--- src/rtl/core_clk_ctrl.sv ---
// core_clk_ctrl: single-domain clk_en strobe generator with HALT/RUN/STEP modes and a debounced step button.
// Define CORE_CLK_CYC_CNT_EN to build the cyc_cnt strobe counter; otherwise cyc_cnt is tied to 0.
module core_clk_ctrl #(
    parameter int DIV_W   = 8,
    parameter int DEB_CYC = 50000,
    parameter int CNT_W   = 32
) (
    input  logic             fastclk,
    input  logic             reset,
    input  logic [DIV_W-1:0] div_ratio,
    input  logic [1:0]       mode,
    input  logic             step_btn,
    output logic             clk_en,
    output logic             running,
    output logic [CNT_W-1:0] cyc_cnt
);
    localparam int DEB_W = $clog2(DEB_CYC + 1);

    typedef enum logic [1:0] {HALT, RUN, STEP_IDLE, STEP_FIRE} state_t;

    state_t           state_q, state_d, follow;
    logic             sync1_q, sync2_q;
    logic             btn_lvl_q, btn_lvl_d, deb_hit, step_pulse, wrap;
    logic [DEB_W-1:0] deb_cnt_q, deb_cnt_d;
    logic [DIV_W-1:0] div_cnt_q, div_cnt_d, ratio_q, ratio_d;
    logic             clk_en_q, clk_en_d, running_q;

    always_comb begin
        deb_hit    = (sync2_q != btn_lvl_q) && (deb_cnt_q == DEB_W'(DEB_CYC - 1));
        btn_lvl_d  = btn_lvl_q ^ deb_hit;
        deb_cnt_d  = (sync2_q == btn_lvl_q || deb_hit) ? '0 : deb_cnt_q + DEB_W'(1);
        step_pulse = deb_hit && !btn_lvl_q;
    end

    // every state except STEP_IDLE simply follows mode; STEP_IDLE alone reacts to the button
    always_comb begin
        follow    = (mode == 2'b01) ? RUN : (mode == 2'b10) ? STEP_IDLE : HALT;
        state_d   = (state_q == STEP_IDLE && step_pulse) ? STEP_FIRE : follow;
        wrap      = (state_q == RUN) && (div_cnt_q == ratio_q);
        clk_en_d  = (state_q == STEP_IDLE && step_pulse) || (wrap && state_d == RUN);
        div_cnt_d = (state_q == RUN && state_d == RUN && !wrap) ? div_cnt_q + DIV_W'(1) : '0;
        ratio_d   = (state_d == RUN && (state_q != RUN || wrap)) ? div_ratio : ratio_q;
    end

    always_ff @(posedge fastclk) begin
        if (reset) begin
            sync1_q   <= 1'b0;
            sync2_q   <= 1'b0;
            btn_lvl_q <= 1'b0;
            deb_cnt_q <= '0;
            state_q   <= HALT;
            div_cnt_q <= '0;
            ratio_q   <= '0;
            clk_en_q  <= 1'b0;
            running_q <= 1'b0;
        end else begin
            sync1_q   <= step_btn;
            sync2_q   <= sync1_q;
            btn_lvl_q <= btn_lvl_d;
            deb_cnt_q <= deb_cnt_d;
            state_q   <= state_d;
            div_cnt_q <= div_cnt_d;
            ratio_q   <= ratio_d;
            clk_en_q  <= clk_en_d;
            running_q <= (state_d == RUN);
        end
    end

    assign clk_en  = clk_en_q;
    assign running = running_q;

`ifdef CORE_CLK_CYC_CNT_EN
    logic [CNT_W-1:0] cyc_cnt_q, cyc_cnt_d;

    always_comb cyc_cnt_d = cyc_cnt_q + CNT_W'(clk_en_d);

    always_ff @(posedge fastclk) begin
        if (reset) cyc_cnt_q <= '0;
        else cyc_cnt_q <= cyc_cnt_d;
    end

    assign cyc_cnt = cyc_cnt_q;
`else
    assign cyc_cnt = '0;
`endif
endmodule
--- config.mk ---
export PLATFORM = sky130hd
export DESIGN_NAME = core_clk_ctrl
export DESIGN_NICKNAME = d
export VERILOG_FILES = /design/src/rtl/core_clk_ctrl.sv
export SDC_FILE = /design/constraint.sdc
export NUM_CORES = 1
export LEC_CHECK = 0
export ABC_AREA = 1
export BUFFER_PORTS_ARGS = -buffer_cell sky130_fd_sc_hd__buf_2
export CORE_UTILIZATION = 58
export DETAILED_ROUTE_END_ITERATION = 6
export PLACE_DENSITY = 0.85
export SLEW_MARGIN = 0
export SYNTH_ARGS = -nofsm -noshare
export SYNTH_HDL_FRONTEND = slang
export SYNTH_SLANG_ARGS = --single-unit
--- constraint.sdc ---
create_clock -name fastclk -period 3.6 [get_ports fastclk]
set_clock_uncertainty 0.2 [all_clocks]
set_input_delay 0.36 -clock fastclk [delete_from_list [all_inputs] [get_ports fastclk]]
set_output_delay 0.36 -clock fastclk [all_outputs]
set_load 0.02 [all_outputs]
==> results of run 1 <==
[stage by stage]
step	instances	worst slack [ns]	total power, mW
detailed placement	354	1.70	0.539
global route	363	1.50	0.788
global placement	354	1.78	0.537
finish	363	1.66	0.747
floorplan	328	1.96	0.550
CTS	363	1.69	0.754
[routing by layer]
layer	GRT usage (%)	share of wire [%]	wire (um)
met4	9.84	2.4	78
met2	27.5	44	1450
met5	0	0	0
met1	26.2	48	1580
met3	7.04	5.6	183
[kinds of logic after synthesis]
group / Yosys count / synth area share (%)
DFF: 39 / 37.4
other: 1 / 0.180
adders and majority gates: 2 / 1.20
buffers and inverters: 77 / 19.7
and+or+nand+nor: 152 / 32.5
AOI/OAI and AO/OA: 15 / 4.43
xor gates and xnor gates: 11 / 4.61
[layout by cell type, fill, tap and decap left out]
cell type | Yosys | routed
o21a_1 | 1 | 1
o21bai_1 | 2 | 2
clkbuf_4 | 0 | 5
nand2_2 | 2 | 2
nor2_2 | 3 | 3
nand2_1 | 55 | 55
inv_2 | 2 | 2
conb_1 | 1 | 32
or2_2 | 2 | 2
nor2_1 | 59 | 59
ha_1 | 2 | 2
nor2_4 | 1 | 1
inv_1 | 40 | 40
buf_2 | 2 | 14
nor3_4 | 1 | 1
nand4_1 | 4 | 4
dlygate4sd3_1 | 0 | 1
a21oi_1 | 8 | 8
nor3_1 | 2 | 2
o21ai_2 | 1 | 1
a21oi_2 | 1 | 1
nor3b_1 | 4 | 4
or2_0 | 1 | 1
nor3b_2 | 1 | 1
xnor2_1 | 3 | 3
xor2_1 | 8 | 8
nand3_1 | 15 | 15
clkinv_1 | 1 | 1
clkinv_2 | 0 | 3
dfxtp_1 | 39 | 39
a31oi_1 | 2 | 2
nand3_2 | 2 | 2
[worst max path at each step]
stage	from	to	slack [ns]
5_1_grt	deb_cnt_q[0]$_SDFF_PP0_	ratio_q[0]$_SDFFE_PP0P_	1.50
6_report	deb_cnt_q[0]$_SDFF_PP0_	ratio_q[0]$_SDFFE_PP0P_	1.66
2_1_floorplan	deb_cnt_q[0]$_SDFF_PP0_	div_cnt_q[0]$_SDFF_PP0_	1.96
3_3_place_gp	deb_cnt_q[0]$_SDFF_PP0_	ratio_q[1]$_SDFFE_PP0P_	1.78
3_5_place_dp	deb_cnt_q[0]$_SDFF_PP0_	ratio_q[0]$_SDFFE_PP0P_	1.70
4_1_cts	deb_cnt_q[0]$_SDFF_PP0_	ratio_q[0]$_SDFFE_PP0P_	1.69
[flip-flops by register name, summed over array words and instances (netlist names), named ones only]
name       cells
deb_cnt_q     16
clk_en         1
state_q        2
sync1_q        1
div_cnt_q      8
sync2_q        1
running        1
ratio_q        8
[power breakdown]
group          internal (mW)  total (mW)  switching (mW)  leakage [nW]
registers              0.441       0.447         0.00606         0.317
clock network         0.0727       0.217           0.144        0.0347
logic                 0.0214      0.0837          0.0622         0.619
[cell type report]
cell class	instances	area (um^2)	share of cell area [%]
multi-input cells	212	1010	47.2
clock buffers	5	37.5	1.75
repair buffers	15	80.1	3.73
flip-flops and latches	39	781	36.4
clock inverters	3	15.0	0.700
well taps	46	57.6	2.68
inverters	43	161	7.53
[worst max-delay path, delay by kind of cell, from the launching register on]
family	cells	cell delay, ns
simple gates	8	1.08
fa+ha+maj	1	0.23
flops	1	0.35
==> run_results.csv, run 1 <==
group,metric,value,unit
outcome,outcome,"completed",
sta,timing.final.crit_share,53.9,%
finish,fin_util,63.3,%
finish,layout-drive-gt1-share,12.0,%
yosys,synth_edf_count,0,
floorplan,core_area,3390,um^2
drt,routed_wl,3300,um
drt,drc,0,
setup_path,regToRegEndpoint,"ratio_q[0]$_SDFFE_PP0P_",
drt,wire_per_inst,9.08,um
finish,final_area,2140,um^2
setup_path,path_cells,"ha_1 > nand3_1 > nor2_1 > nand3_1 > nor2_1 > nor2_1 > nand3_1 > nand2_1 > nor2_1",
clock_tree,clockBufferDepth,2,
clock_tree,clockRootBuffer,"clkbuf_4",
sta,worst_pin_slew,0.528,ns
yosys,synth_top_cell_by_area,"dfxtp_1",
grt,grt_overflow,0,
drt,viasPerCell,4.62,
place,place_hpwl,2450,um
clock_tree,postCtsSetupBuffers,0,
clock_tree,cts_max_level,2,
power_and_ir_drop,p_leak,0.970,nW
yosys,synthDistinctLibCells,30,
finish,antenna_cells,0,
floorplan,die_area,3840,um^2
setup_path,startpoint_type,"register",
floorplan,die_h,62.0,um
power_and_ir_drop,peakVddDrop,289,uV
sta,max_freq,0.515,GHz
setup_path,worstRegToRegCells,9,
clock_tree,postCtsHoldBufs,1,
yosys,synth.most_common_cell,"nor2_1",
finish,nNetsFinal,331,
floorplan,initial_utilization,61.6,%
yosys,synth_common_cells,"nor2_1 (59), nand2_1 (55), inv_1 (40)",
hold_path,hold_class,"primary input to register",
hold_path,worstHoldEndpoint,"state_q[1]$_SDFF_PP0_",
floorplan,floorplan.rows,21,
sta,finalHoldViolCount,0,
setup_path,cp-end-kind,"register",
clock_tree,cts_tree,"done",
clock_tree,clkLatencyLatePin,0.35,ns
drt,drt_first_pass_iters,4,
sta,fin_tns_setup,0,ns
clock_tree,clock_sinks,39,
yosys,netlist.area_leader.share,37.4,%
setup_path,cp_max_fo,8,
finish,areaGrowthSynthToFinish,2.70,%
sta,maxSlewHeadroom,64.7,%
yosys,ys_seq_area_share,37.4,%
clock_tree,clkTransAtPathRegs,0.11,ns
drt,vias,1676,
grt,grt_pass1_vias,1278,
clock_tree,ctsResizeCount,0,
grt,grt_max_degree,17,
setup_path,r2r_slack,1.66,ns
hold_path,hp-start,"mode[1]",
setup_path,slowest_delay,0.41,ns
yosys,synth-main-ff-cell,"dfxtp_1",
setup_path,crit_path_frequent_cell,"nor2_1",
place,post_dp_cell_area,2080,um^2
floorplan,io_pins,47,
yosys,netlist_area,2090,um^2
sta,holdWs,0.0573,ns
sta,setup_viol,0,
yosys,synthArstFlopShare,0,%
drt,detail-route-antenna-nets,0,
yosys,synth-seq-cells,39,
setup_path,required,3.66,ns
clock_tree,cts_made_buffers,5,
yosys,synthTopCellsByArea,"dfxtp_1 (37%), buf_4 (12%), nor2_1 (11%), nand2_1 (9.9%), inv_1 (7.2%)",
hold_path,hold_depth,3,
grt,grt_pass1_wl,5350,um
drt,first_iter_violations,68,
finish,fillCellCount,301,
place,gp_congestion,0.810,
setup_path,reg2reg_from,"deb_cnt_q[0]$_SDFF_PP0_",
floorplan,dieWidth,62.0,um
grt,grt_use_total,19.5,%
setup_path,crit_type,"register to register",
sta,post-route-min-period,1.94,ns
power_and_ir_drop,powerDensity,348,nW/um^2
grt,antenna_found_initial,0,
setup_path,slowest_stage,"nor2_1",
setup_path,crit_arrival,2.00,ns
yosys,synth_area_per_cell,7.03,um^2
yosys,ys_warn_count,0,
sta,rsz0062_at_grt,"no",
yosys,synthCells,297,
flow_run,maxCapViolCount,0,
sta,finalMaxSlewViolations,0,
place,io_buffers,14,
(Power assumes the default switching activity.)
==> inputs of run 2 (changes only) <==
CORE_UTILIZATION = 54   (was 58)
PLACE_DENSITY = 0.8   (was 0.85)
clock period = 1.8 ns   (was 3.6 ns; I/O delays follow)
==> run_results.csv, run 2 (synthesis results as in run 1) <==
group,metric,value,unit
drt,first_iter_violations,51,
drt,drt_first_pass_iters,4,
drt,wire_per_inst,9.36,um
grt,grt_overflow,0,
setup_path,crit_type,"register to register",
power_and_ir_drop,peakVddDrop,577,uV
sta,post-route-min-period,1.66,ns
drt,vias,1726,
finish,final_area,2380,um^2
finish,largest_reg_flops,16,
outcome,outcome,"completed",
finish,final_cell_mix,"nor2_1 (53), nand2_1 (53), inv_1 (40), dfxtp_1 (32), conb_1 (32)",
clock_tree,clockRootBuffer,"clkbuf_8",
grt,grt_pass1_vias,1451,
clock_tree,clockBufferDepth,2,
floorplan,core_area,3690,um^2
sta,max_freq,0.603,GHz
sta,rsz0062_at_grt,"no",
floorplan,initial_utilization,56.6,%
floorplan,floorplan.rows,22,
finish,layout-drive-gt1-share,19.0,%
sta,fin_tns_setup,0,ns
sta,timing.final.crit_share,92.2,%
place,place_hpwl,2510,um
clock_tree,cts_max_level,2,
power_and_ir_drop,power.total,1.73,mW
floorplan,dieWidth,64.2,um
grt,grt_use_total,19.4,%
setup_path,startpoint_type,"register",
clock_tree,clock_sinks,39,
setup_path,cp-end-kind,"register",
clock_tree,clkLatencyLatePin,0.29,ns
sta,setup_viol,0,
setup_path,required,1.79,ns
sta,holdWs,0.00168,ns
hold_path,hold_class,"primary input to register",
clock_tree,cts_tree,"done",
drt,detail-route-antenna-nets,0,
setup_path,cp_max_fo,5,
sta,finalHoldViolCount,0,
floorplan,die_h,64.2,um
clock_tree,cts_made_buffers,5,
clock_tree,clkTransAtPathRegs,0.07,ns
floorplan,io_pins,47,
grt,grt_max_degree,12,
power_and_ir_drop,powerDensity,727,nW/um^2
setup_path,slowest_delay,0.35,ns
sta,finalMaxSlewViolations,0,
grt,antenna_found_initial,0,
flow_run,maxCapViolCount,0,
finish,nNetsFinal,346,
setup_path,path_delay_family,"simple AND/OR/NAND/NOR gates",
setup_path,crit_arrival,1.65,ns
setup_path,critPathBufInv,0,
setup_path,path_cells,"ha_2 > nand3_2 > nor2_2 > nand2_2 > nor2_4 > nand4_1 > nor2_1 > nor3b_2",
place,post_dp_cell_area,2130,um^2
finish,antenna_cells,0,
setup_path,slowest_stage,"dfxtp_1",
finish,areaGrowthSynthToFinish,13.8,%
place,io_buffers,14,
finish,reg.largest.list,"deb_cnt_q: 16 flops, div_cnt_q: 8 flops, ratio_q: 8 flops",
drt,viasPerCell,4.54,
grt,grt_pass1_wl,6020,um
place,gp_congestion,0.803,
power_and_ir_drop,p_leak,1.06,nW
finish,regMostFlops,"deb_cnt_q",
floorplan,die_area,4120,um^2
drt,routed_wl,3560,um
drt,drc,0,
## run 2: cell type report
| class | instances | area, um^2 |
|---|---|---|
| Inverter | 43 | 161 |
| Clock buffer | 8 | 100 |
| Timing Repair Buffer | 30 | 210 |
| Multi-Input combinational cell | 212 | 1050 |
| Sequential cell | 39 | 790 |
| Fill cell | 321 | 1310 |
| Tap cell | 48 | 60.1 |
## run 2: power breakdown
group          switching, mW  internal [mW]
Combinational          0.130         0.0579
Clock                  0.294          0.349
Sequential            0.0143          0.881
## run 2: per-layer routing
layer	global-route usage (%)	part of all wire (%)	wire length, um	vias to the layer above
li1	-	-	-	910
met1	23.9	48	1690	759
met2	30.2	46	1620	47
met3	6.96	4.5	161	10
met4	9.17	2.2	80	0
met5	0	0	0	-
## run 2: stage by stage
stage / setup WS, ns / cells / util, %
after floorplan: 0.165 / 328 / -
after global placement: 0.0157 / 362 / 57.7
after detailed placement: -0.0180 / 362 / 57.7
after CTS: 0.0192 / 378 / 62.7
after global routing: 0.00385 / 380 / 64.4
final: 0.140 / 380 / 64.4
## run 2: path summary, 6_finish.rpt
kind                           start                        to  slack [ns]  cells past startpoint
max reg2reg  deb_cnt_q[1]$_SDFF_PP0_  deb_cnt_q[12]$_SDFF_PP0_        0.14                      8
max          deb_cnt_q[1]$_SDFF_PP0_  deb_cnt_q[12]$_SDFF_PP0_        0.14                      8
min reg2reg       sync1_q$_SDFF_PP0_        sync2_q$_SDFF_PP0_        0.22                      2
min                     div_ratio[6]   ratio_q[6]$_SDFFE_PP0P_       0.002                      5
## run 2: tightest hold or removal path, delay by kind of cell
| family | cells | cell delay, ns |
|---|---|---|
| buffers and inverters | 2 | 0.11 |
| AND/OR/NAND/NOR | 3 | 0.17 |
## run 2: timing repair
action	CTS	global route
hold buffers	8	0
pin swaps	0	4
gates resized for setup	1	19
endpoints found under the hold margin	10	0
setup endpoints to repair	4	20
setup buffers	0	2
==> inputs of run 3 (changes only) <==
BUFFER_PORTS_ARGS = unset   (was -buffer_cell sky130_fd_sc_hd__buf_2)
CORE_UTILIZATION = 61   (was 54)
DONT_BUFFER_PORTS = 1   (was unset)
PLACE_DENSITY = 0.77   (was 0.8)
clock period = 1.7 ns   (was 1.8 ns; I/O delays follow)
==> run_results.csv, run 3 (synthesis results as in run 1) <==
group,metric,value,unit
clock_tree,clkLatencyLatePin,0.36,ns
setup_path,crit_type,"register to register",
setup_path,slowest_delay,0.35,ns
drt,viasPerCell,4.68,
setup_path,cp-end-kind,"register",
grt,grt_use_total,23.2,%
power_and_ir_drop,clkPwrFrac,37.1,%
floorplan,die_h,60.5,um
finish,antenna_cells,0,
clock_tree,cts_max_level,2,
sta,post-route-min-period,1.65,ns
setup_path,crit_arrival,1.72,ns
power_and_ir_drop,p_leak,1.09,nW
grt,grt_max_degree,14,
finish,fin_util,78.7,%
setup_path,slowest_stage,"dfxtp_2",
finish,fillCellCount,212,
grt,grt_overflow,0,
hold_path,worstHoldEndpoint,"sync2_q$_SDFF_PP0_",
clock_tree,cts_made_buffers,5,
floorplan,dieWidth,60.5,um
drt,drc,0,
clock_tree,clockBufferDepth,2,
place,post_dp_cell_area,2120,um^2
drt,routed_wl,4010,um
setup_path,cp_max_fo,8,
sta,finalHoldViolCount,0,
finish,final_area,2480,um^2
finish,layout-drive-gt1-share,21.6,%
power_and_ir_drop,switchingPower,0.500,mW
power_and_ir_drop,power.total,1.86,mW
drt,first_iter_violations,75,
place,post-place-ws,-0.108,ns
finish,seq_area,803,um^2
sta,timing.final.crit_share,97.3,%
drt,wire_per_inst,10.6,um
grt,grt_pass1_wl,6200,um
setup_path,startpoint_type,"register",
place,place_hpwl,2630,um
floorplan,floorplan.rows,20,
finish,final_cell_mix,"nor2_1 (51), nand2_1 (51), inv_1 (40), conb_1 (32), dfxtp_1 (21)",
power_and_ir_drop,p_int,1.36,mW
setup_path,r2r_slack,0.05,ns
hold_path,hold_depth,2,
power_and_ir_drop,seqPwrFrac,51.2,%
place,gp_congestion,0.828,
drt,drt_first_pass_iters,4,
hold_path,hold_class,"primary input to register",
flow_run,maxCapViolCount,0,
drt,vias,1764,
clock_tree,clkTransAtPathRegs,0.13,ns
power_and_ir_drop,comb_power_share,11.7,%
setup_path,required,1.76,ns
finish,nNetsFinal,347,
clock_tree,clock_sinks,39,
sta,holdWs,0.201,ns
power_and_ir_drop,peakVddDrop,454,uV
finish,regMostFlops,"deb_cnt_q",
finish,largest_reg_flops,16,
setup_path,reg2reg_from,"deb_cnt_q[0]$_SDFF_PP0_",
finish,multi_input_area,1100,um^2
sta,max_freq,0.605,GHz
outcome,outcome,"completed",
grt,grt_pass1_vias,1425,
setup_path,path_delay_family,"simple AND/OR/NAND/NOR gates",
clock_tree,clockRootBuffer,"clkbuf_4",
power_and_ir_drop,powerDensity,749,nW/um^2
hold_path,hp-start,"reset",
setup_path,path_cells,"ha_2 > nand3_4 > nor2_4 > nand4_1 > nand2_2 > nor2_2 > nand2_4 > nor2_1",
floorplan,io_pins,47,
finish,reg.largest.list,"deb_cnt_q: 16 flops, div_cnt_q: 8 flops, ratio_q: 8 flops",
sta,worst_slack,0.0466,ns
sta,rsz0062_at_grt,"yes",
grt,antenna_found_initial,0,
floorplan,initial_utilization,66.2,%
floorplan,core_area,3150,um^2
place,io_buffers,0,
setup_path,regToRegEndpoint,"div_cnt_q[3]$_SDFF_PP0_",
finish,areaGrowthSynthToFinish,18.9,%
sta,setup_viol,0,
setup_path,critPathBufInv,0,
setup_path,worstRegToRegCells,8,
drt,detail-route-antenna-nets,0,
floorplan,die_area,3660,um^2
sta,finalMaxSlewViolations,0,
power_and_ir_drop,switching_share,26.9,%
clock_tree,cts_tree,"done",
## run 3: cell types whose count changed in the layout (fill, tap and decap cells not counted), sizes merged
cell,previous run,this run
clkbuf,8,6
dlygate4sd3,8,15
bufinv,0,1
buf,22,16
inv,42,43
## run 3: layout make-up
class                           count  area share (%)
Timing Repair Buffer               31            10.9
Tap cell                           44            2.22
Clock inverter                      2            1.56
Sequential cell                    39            32.4
Inverter                           43            6.50
Multi-Input combinational cell    212            44.4
Clock buffer                        6            2.07
## run 3: worst register-to-register path, delay by kind of cell (launching register included)
family / cells / cell delay [ns]
and+or+nand+nor: 7 / 0.80
adders and majority gates: 1 / 0.20
DFF: 1 / 0.35
## run 3: metrics by stage
step / setup TNS [ns] / instances
after floorplan: 0 / 328
final: 0 / 377
after global routing: -0.838 / 377
after global placement: -0.304 / 353
after detailed placement: -0.992 / 353
after CTS: -0.0374 / 376
## run 3: routing by layer
layer	global-route usage, %	wire, um
met4	7.79	48
met3	7.25	224
met2	36.6	1860
met5	0	0
met1	30.4	1880
## run 3: timing repair
| item | CTS | global route |
|---|---|---|
| pin swaps | 0 | 6 |
| endpoints found under the setup margin | 17 | 31 |
| endpoints found under the hold margin | 23 | 0 |
| resized for setup | 4 | 38 |
| hold buffers | 15 | 0 |
| buffers inserted | 0 | 1 |
## run 3: power groups by stage
stage	Clock, mW	Sequential, mW	Combinational (mW)
after floorplan	0	0.965	0.200
after global placement	0	0.969	0.156
after detailed placement	0	0.970	0.160
after CTS	0.691	0.950	0.189
after global routing	0.738	0.955	0.240
final	0.689	0.952	0.218
## run 3: worst max-delay path by stage
stage	start	endpoint	slack, ns	cells after the start
floorplan	deb_cnt_q[0]$_SDFF_PP0_	div_cnt_q[0]$_SDFF_PP0_	0.06	8
global route	deb_cnt_q[8]$_SDFF_PP0_	ratio_q[5]$_SDFFE_PP0P_	-0.09	9
global placement	deb_cnt_q[0]$_SDFF_PP0_	ratio_q[0]$_SDFFE_PP0P_	-0.04	9
CTS	deb_cnt_q[0]$_SDFF_PP0_	deb_cnt_q[6]$_SDFF_PP0_	-0.02	7
finish	deb_cnt_q[0]$_SDFF_PP0_	div_cnt_q[3]$_SDFF_PP0_	0.05	8
detailed placement	deb_cnt_q[0]$_SDFF_PP0_	ratio_q[0]$_SDFFE_PP0P_	-0.11	9
